**src/rtl/packet_framer.sv**
```systemverilog
// Packet framer: payload + stream ID -> header, sequence and payload words. Optional FRAMER_SEQ_SKIP_EN adds injectSkip.
// Latency: header valid one cycle after input accept; one idle cycle after the last word.
// Backpressure: words hold while dataOut_ready=0; payloadIn_ready only in IDLE.
module packet_framer #(
    parameter int NUM_STREAMS       = 32,
    parameter int MAX_PAYLOAD_BYTES = 37
) (
    input  logic                           clk,
    input  logic                           reset_b,
    input  logic [0:MAX_PAYLOAD_BYTES*8-1] payloadIn,
    input  logic [5:0]                     payloadLen,
    input  logic [15:0]                    streamId,
    input  logic                           payloadIn_val,
    output logic                           payloadIn_ready,
    output logic                           lenError,
`ifdef FRAMER_SEQ_SKIP_EN
    input  logic                           injectSkip,
`endif
    output logic [31:0]                    dataOut,
    output logic                           dataOut_val,
    output logic                           dataOut_last,
    input  logic                           dataOut_ready
);

    localparam int WORDS_MAX = (MAX_PAYLOAD_BYTES + 3) / 4;
    localparam int PAD_W     = WORDS_MAX * 32;
    localparam int SID_W     = $clog2(NUM_STREAMS);

    typedef enum logic [1:0] {IDLE, HDR, SEQ, DATA} state_t;

    state_t                              state, state_nxt;
    logic [0:PAD_W-1]                    pay_q, pay_masked;
    logic [5:0]                          len_q, len_m1;
    logic [15:0]                         sid_q;
    logic [31:0]                         seq_q, cur_seq;
    logic [3:0]                          idx_q;
    logic                                len_err_q;
    logic [NUM_STREAMS-1:0][31:0]        next_seq;
    logic                                accept, len_ok, is_last, skip, out_xfer;

`ifdef FRAMER_SEQ_SKIP_EN
    assign skip = injectSkip;
`else
    assign skip = 1'b0;
`endif

    assign accept   = payloadIn_val & payloadIn_ready;
    assign out_xfer = dataOut_val & dataOut_ready;
    assign len_ok   = (payloadLen != 6'd0) && (payloadLen <= 6'(MAX_PAYLOAD_BYTES));
    assign cur_seq  = next_seq[streamId[SID_W-1:0]];
    assign len_m1   = len_q - 6'd1;
    assign is_last  = (idx_q == len_m1[5:2]);
    assign lenError = len_err_q;

    // Bytes beyond len are zeroed at capture so DATA words are a plain slice.
    always_comb begin
        pay_masked = '0;
        for (int k = 0; k < MAX_PAYLOAD_BYTES; k++) begin
            if (6'(k) < payloadLen)
                pay_masked[8*k +: 8] = payloadIn[8*k +: 8];
        end
    end

    always_ff @(posedge clk or negedge reset_b) begin
        if (!reset_b)
            state <= IDLE;
        else
            state <= state_nxt;
    end

    always_comb begin
        state_nxt       = state;
        payloadIn_ready = 1'b0;
        dataOut         = '0;
        dataOut_val     = 1'b0;
        dataOut_last    = 1'b0;
        case (state)
            IDLE: begin
                payloadIn_ready = reset_b;
                if (accept && len_ok)
                    state_nxt = HDR;
            end
            HDR: begin
                dataOut     = {16'(len_q) + 16'd8, sid_q};
                dataOut_val = 1'b1;
                if (out_xfer)
                    state_nxt = SEQ;
            end
            SEQ: begin
                dataOut     = seq_q;
                dataOut_val = 1'b1;
                if (out_xfer)
                    state_nxt = DATA;
            end
            DATA: begin
                dataOut      = pay_q[{idx_q, 5'b0} +: 32];
                dataOut_val  = 1'b1;
                dataOut_last = is_last;
                if (out_xfer && is_last)
                    state_nxt = IDLE;
            end
            default: state_nxt = IDLE;
        endcase
    end

    always_ff @(posedge clk or negedge reset_b) begin
        if (!reset_b) begin
            pay_q     <= '0;
            len_q     <= '0;
            sid_q     <= '0;
            seq_q     <= '0;
            idx_q     <= '0;
            len_err_q <= 1'b0;
            next_seq  <= {NUM_STREAMS{32'd1}};
        end else begin
            len_err_q <= accept & ~len_ok;
            if (accept && len_ok) begin
                pay_q    <= pay_masked;
                len_q    <= payloadLen;
                sid_q    <= streamId;
                seq_q    <= cur_seq + 32'(skip);
                next_seq[streamId[SID_W-1:0]] <= cur_seq + 32'd1 + 32'(skip);
            end
            if (state == SEQ && out_xfer)
                idx_q <= '0;
            else if (state == DATA && out_xfer && !is_last)
                idx_q <= idx_q + 4'd1;
        end
    end

endmodule

```
**config.mk**
```make
export PLATFORM = sky130hd
export DESIGN_NAME = packet_framer
export DESIGN_NICKNAME = d
export VERILOG_FILES = /design/src/rtl/packet_framer.sv
export SDC_FILE = /design/constraint.sdc
export NUM_CORES = 2
export LEC_CHECK = 0
export BUFFER_PORTS_ARGS = -buffer_cell sky130_fd_sc_hd__buf_4
export CAP_MARGIN = 20
export CORE_MARGIN = 5
export CORE_UTILIZATION = 50
export DETAILED_ROUTE_END_ITERATION = 8
export GPL_ROUTABILITY_DRIVEN = 1
export PLACE_DENSITY = 0.72
export SETUP_SLACK_MARGIN = 0.05
export SKIP_LAST_GASP = 1
export SYNTH_ARGS = -nofsm -noshare
export SYNTH_HDL_FRONTEND = slang
export SYNTH_SLANG_ARGS = --single-unit
```
**constraint.sdc**
```tcl
create_clock -name clk -period 6.55 [get_ports clk]
set_input_delay 1.31 -clock clk [delete_from_list [all_inputs] [get_ports clk]]
set_output_delay 1.31 -clock clk [all_outputs]
set_load 0.02 [all_outputs]
```
==> key figures <==
Timing
  • Relative slew slack: 0.181
  • Final Hold Vio Count: 0
  • Fmax: 0.180 GHz
  • Period Utilization, post-route: 0.848
  • Least-Margin Pin Slew: 1.22 ns
  • Final setup violation count: 0
  • Final Max Slew Viols: 0
  • RSZ-0062 raised after global routing: no
  • Tmin final: 5.55 ns
  • Clock skew: 0.0456 ns
  • Setup total negative slack: 0 ns

Logic synthesis
  • Post-synthesis sequential area ratio: 0.552
  • Post-synth EDFFs: 0
  • Top FF cell, synth: dfrtp_1
  • Synth unique cells: 55
  • Synth Instances: 5,822
  • Flops & latches, synth: 1,381
  • Top cells by area, synth: dfrtp_1 54%, mux2_2 8.2%, nand2_1 8.0%
  • Most instantiated cells after synthesis: 1,349 x dfrtp_1, 1,330 x nand2_1, 629 x o21ai_0
  • Warnings from Yosys: 0
  • Syn_area_per_cell: 10.8 µm²
  • Post-Syn Nets: 6,154
  • Post-synthesis async set-or-reset flop share: 1.00
  • Count leader, synth: dfrtp_1
  • Post-synth top area cell: dfrtp_1
  • Yosys top cell area share: 0.539
  • Cell Area, Synth: 0.0626 mm²

Clocking
  • CTS tree: yes
  • Skew-Pair Late Insertion Delay: 0.79 ns
  • TritonCTS Sinks: 1,381
  • H-Tree Depth: 4
  • Clk buf depth: 3
  • Clk root buf: clkbuf_16
  • Clock transition at path regs: 0.06 ns
  • Cts bufs inserted: 144
  • Postcts setup bufs: 0
  • Hold_buf cts: 0
  • Post-cts resize count: 0

Run
  • Max-Cap Viols: 0

Layout
  • Fill count: 10,155
  • Fin area: 0.0720 mm²
  • Area added between synthesis and finish: 15.0%
  • Final nets: 6,343
  • Layout cells sized above 1: 0.235
  • Area of the multi-input gates: 0.0261 mm²
  • Register area: 0.0346 mm²
  • Fin cells: 7,776

Worst setup path
  • Worst setup path category: reg -> out
  • Worst path max stage delay: 0.98 ns
  • Worst setup SP type: register
  • FF-to-FF setup slack: 2.78 ns
  • Worst r2r path cells: 8
  • CP Max Fanout: 38
  • RR Endpoint: next_seq[1001]$_DFFE_PN0P_
  • Worst path most repeated cell: buf_4
  • Arr. time, crit path: 4.24 ns
  • Crit path capture type: output port
  • Crit-path slowest cell: a222oi_1
  • Cell breakdown of the critical path: buf_4 > nor4_2 > buf_4 > nand2_1 > o21ai_0 > a222oi_1 > nor2_1 > buf_4
  • Critical R2R Launch: state[0]$_DFFE_PN0P_
  • Crit path required time: 5.24 ns

Run status
  • Failing checks: DRC
  • Status: complete, but fails checks

Placement
  • Dpl cells: 7,496
  • Buffers on Ports: 357
  • RePlAce Congestion: 0.902
  • Post-Place Cell Area: 0.0672 mm²
  • Hpwl dp: 133 mm

Drt
  • First-pass detailed-route iteration total: 9
  • Vias post-DR: 48,472
  • DRC violations left: 3
  • Via-per-instance ratio: 6.23
  • Post-DR wirelength/cell: 26.5 µm
  • Post-Route WL: 206 mm
  • Detail Route Antenna Nets: 0
  • Initial drt markers: 6,118

Pwr
  • Internal power: 15,800 µW
  • Pwr Density: 313 mW/mm²
  • Clock power frac: 0.363
  • Seq pwr share: 0.456
  • Logic pwr share: 0.181
  • P_sw: 6690 µW
  • Max IR drop VDD: 0.227 mV
  • Leak: 0.0347 µW
  • Net Sw Frac: 0.297

Floorplanning
  • Num ports: 358
  • CORE AREA: 0.124 mm²
  • Die Wd: 364 µm
  • Starting Density: 0.505
  • Die area: 0.132 mm²
  • Die height: 364 µm
  • Core Rows: 129

Global route
  • Largest net degree at the start of global routing: 181
  • Global-route wire length before repair: 307 mm
  • Vias in the first global route: 47,368
  • Gr usage total: 0.308
  • Global route total overflow: 0
  • Initial antenna violation count: 20

Min path
  • Hold Crit Class: in -> async
-- worst max-delay path by stage --
stage	from	end	slack, ns	cells after the start
CTS	idx_q[0]$_DFFE_PN0P_	dataOut[20]	0.96	7
global route	idx_q[0]$_DFFE_PN0P_	dataOut[20]	0.82	7
finish	idx_q[0]$_DFFE_PN0P_	dataOut[0]	1.0	8
detailed placement	streamId[4]	next_seq[958]$_DFFE_PN0P_	0.57	13
floorplan	streamId[2]	next_seq[1010]$_DFFE_PN0P_	1.80	15
global placement	streamId[4]	next_seq[914]$_DFFE_PN0P_	0.67	12
-- metal layers --
metal / vias to the layer above / wire, µm / part of all wire / GRT usage
met1: 24325 / 79300 / 0.38 / 0.405
met2: 2678 / 93300 / 0.45 / 0.473
li1: 20797 / - / - / -
met3: 660 / 21300 / 0.10 / 0.0821
met4: 12 / 12100 / 0.059 / 0.162
met5: - / 77 / 0.00037 / 0
-- worst max-delay path, delay by kind of cell, from the launching register on --
kind	cells	cell delay [ns]
DFF	1	0.95
buffers and inverters	3	1.03
AOI/OAI and AO/OA	2	1.10
and+or+nand+nor	3	0.36
-- per-stage QoR --
| step | total power (µW) | setup slack (ns) | hold WS [ns] | util |
|---|---|---|---|---|
| floorplan | 12600 | 1.80 | 0.433 | - |
| global placement | 14300 | 0.674 | 0.444 | 0.541 |
| detailed placement | 14400 | 0.572 | 0.451 | 0.541 |
| CTS | 22500 | 0.962 | 0.415 | 0.579 |
| global route | 23300 | 0.824 | 0.458 | 0.580 |
| finish | 22500 | 0.997 | 0.429 | 0.580 |
-- placed cells by master, fill, tap and decap left out, types with 46 or more instances in the layout --
cell       Yosys  final
buf_4         39    515
clkbuf_16      0    147
dfrtp_1     1349   1346
mux2_2       457    457
mux2i_1      492    492
mux4_2        88     88
nand2_1     1330   1298
nand3_1      284    283
nor2_1        97     97
nor4_1        48     46
o21ai_0      629    628
o22ai_1      233    233
-- sequential cells by signal, summed over array words and instances, names as in the netlist --
register	flops
len_q	6
pay_q	296
seq_q	32
state	2
next_seq	1024
sid_q	16
lenError	1
idx_q	4
-- power groups by stage --
| stage | sequential (µW) | combinational (µW) | clock [µW] |
|---|---|---|---|
| after floorplan | 9990 | 2630 | 0 |
| after global placement | 10300 | 3920 | 0 |
| after detailed placement | 10400 | 4000 | 0 |
| after CTS | 10200 | 4030 | 8240 |
| after global routing | 10400 | 4400 | 8590 |
| final | 10300 | 4080 | 8170 |
-- logic make-up (layout without fill, tap and decap cells) --
group | count (synthesis) | in the layout | share of synthesized area
simple gates | 1865 | 1865 | 0.126
flops | 1381 | 1381 | 0.552
xor+xnor | 32 | 32 | 0.00460
buf+inv | 519 | 818 | 0.0353
other cells | 0 | 18 | 0
mux | 1037 | 1037 | 0.192
compound gates | 978 | 978 | 0.0876
fa+ha+maj | 10 | 10 | 0.00200
-- cell type report --
class,count,area share
Clock buffer,206,0.0579
Multi-Input combinational cell,3922,0.363
Tap cell,1637,0.0284
Sequential cell,1381,0.481
Inverter,17,0.000886
Antenna cell,18,0.000625
Clock inverter,50,0.00672
Timing Repair Buffer,545,0.0623
(Power assumes the default switching activity.)
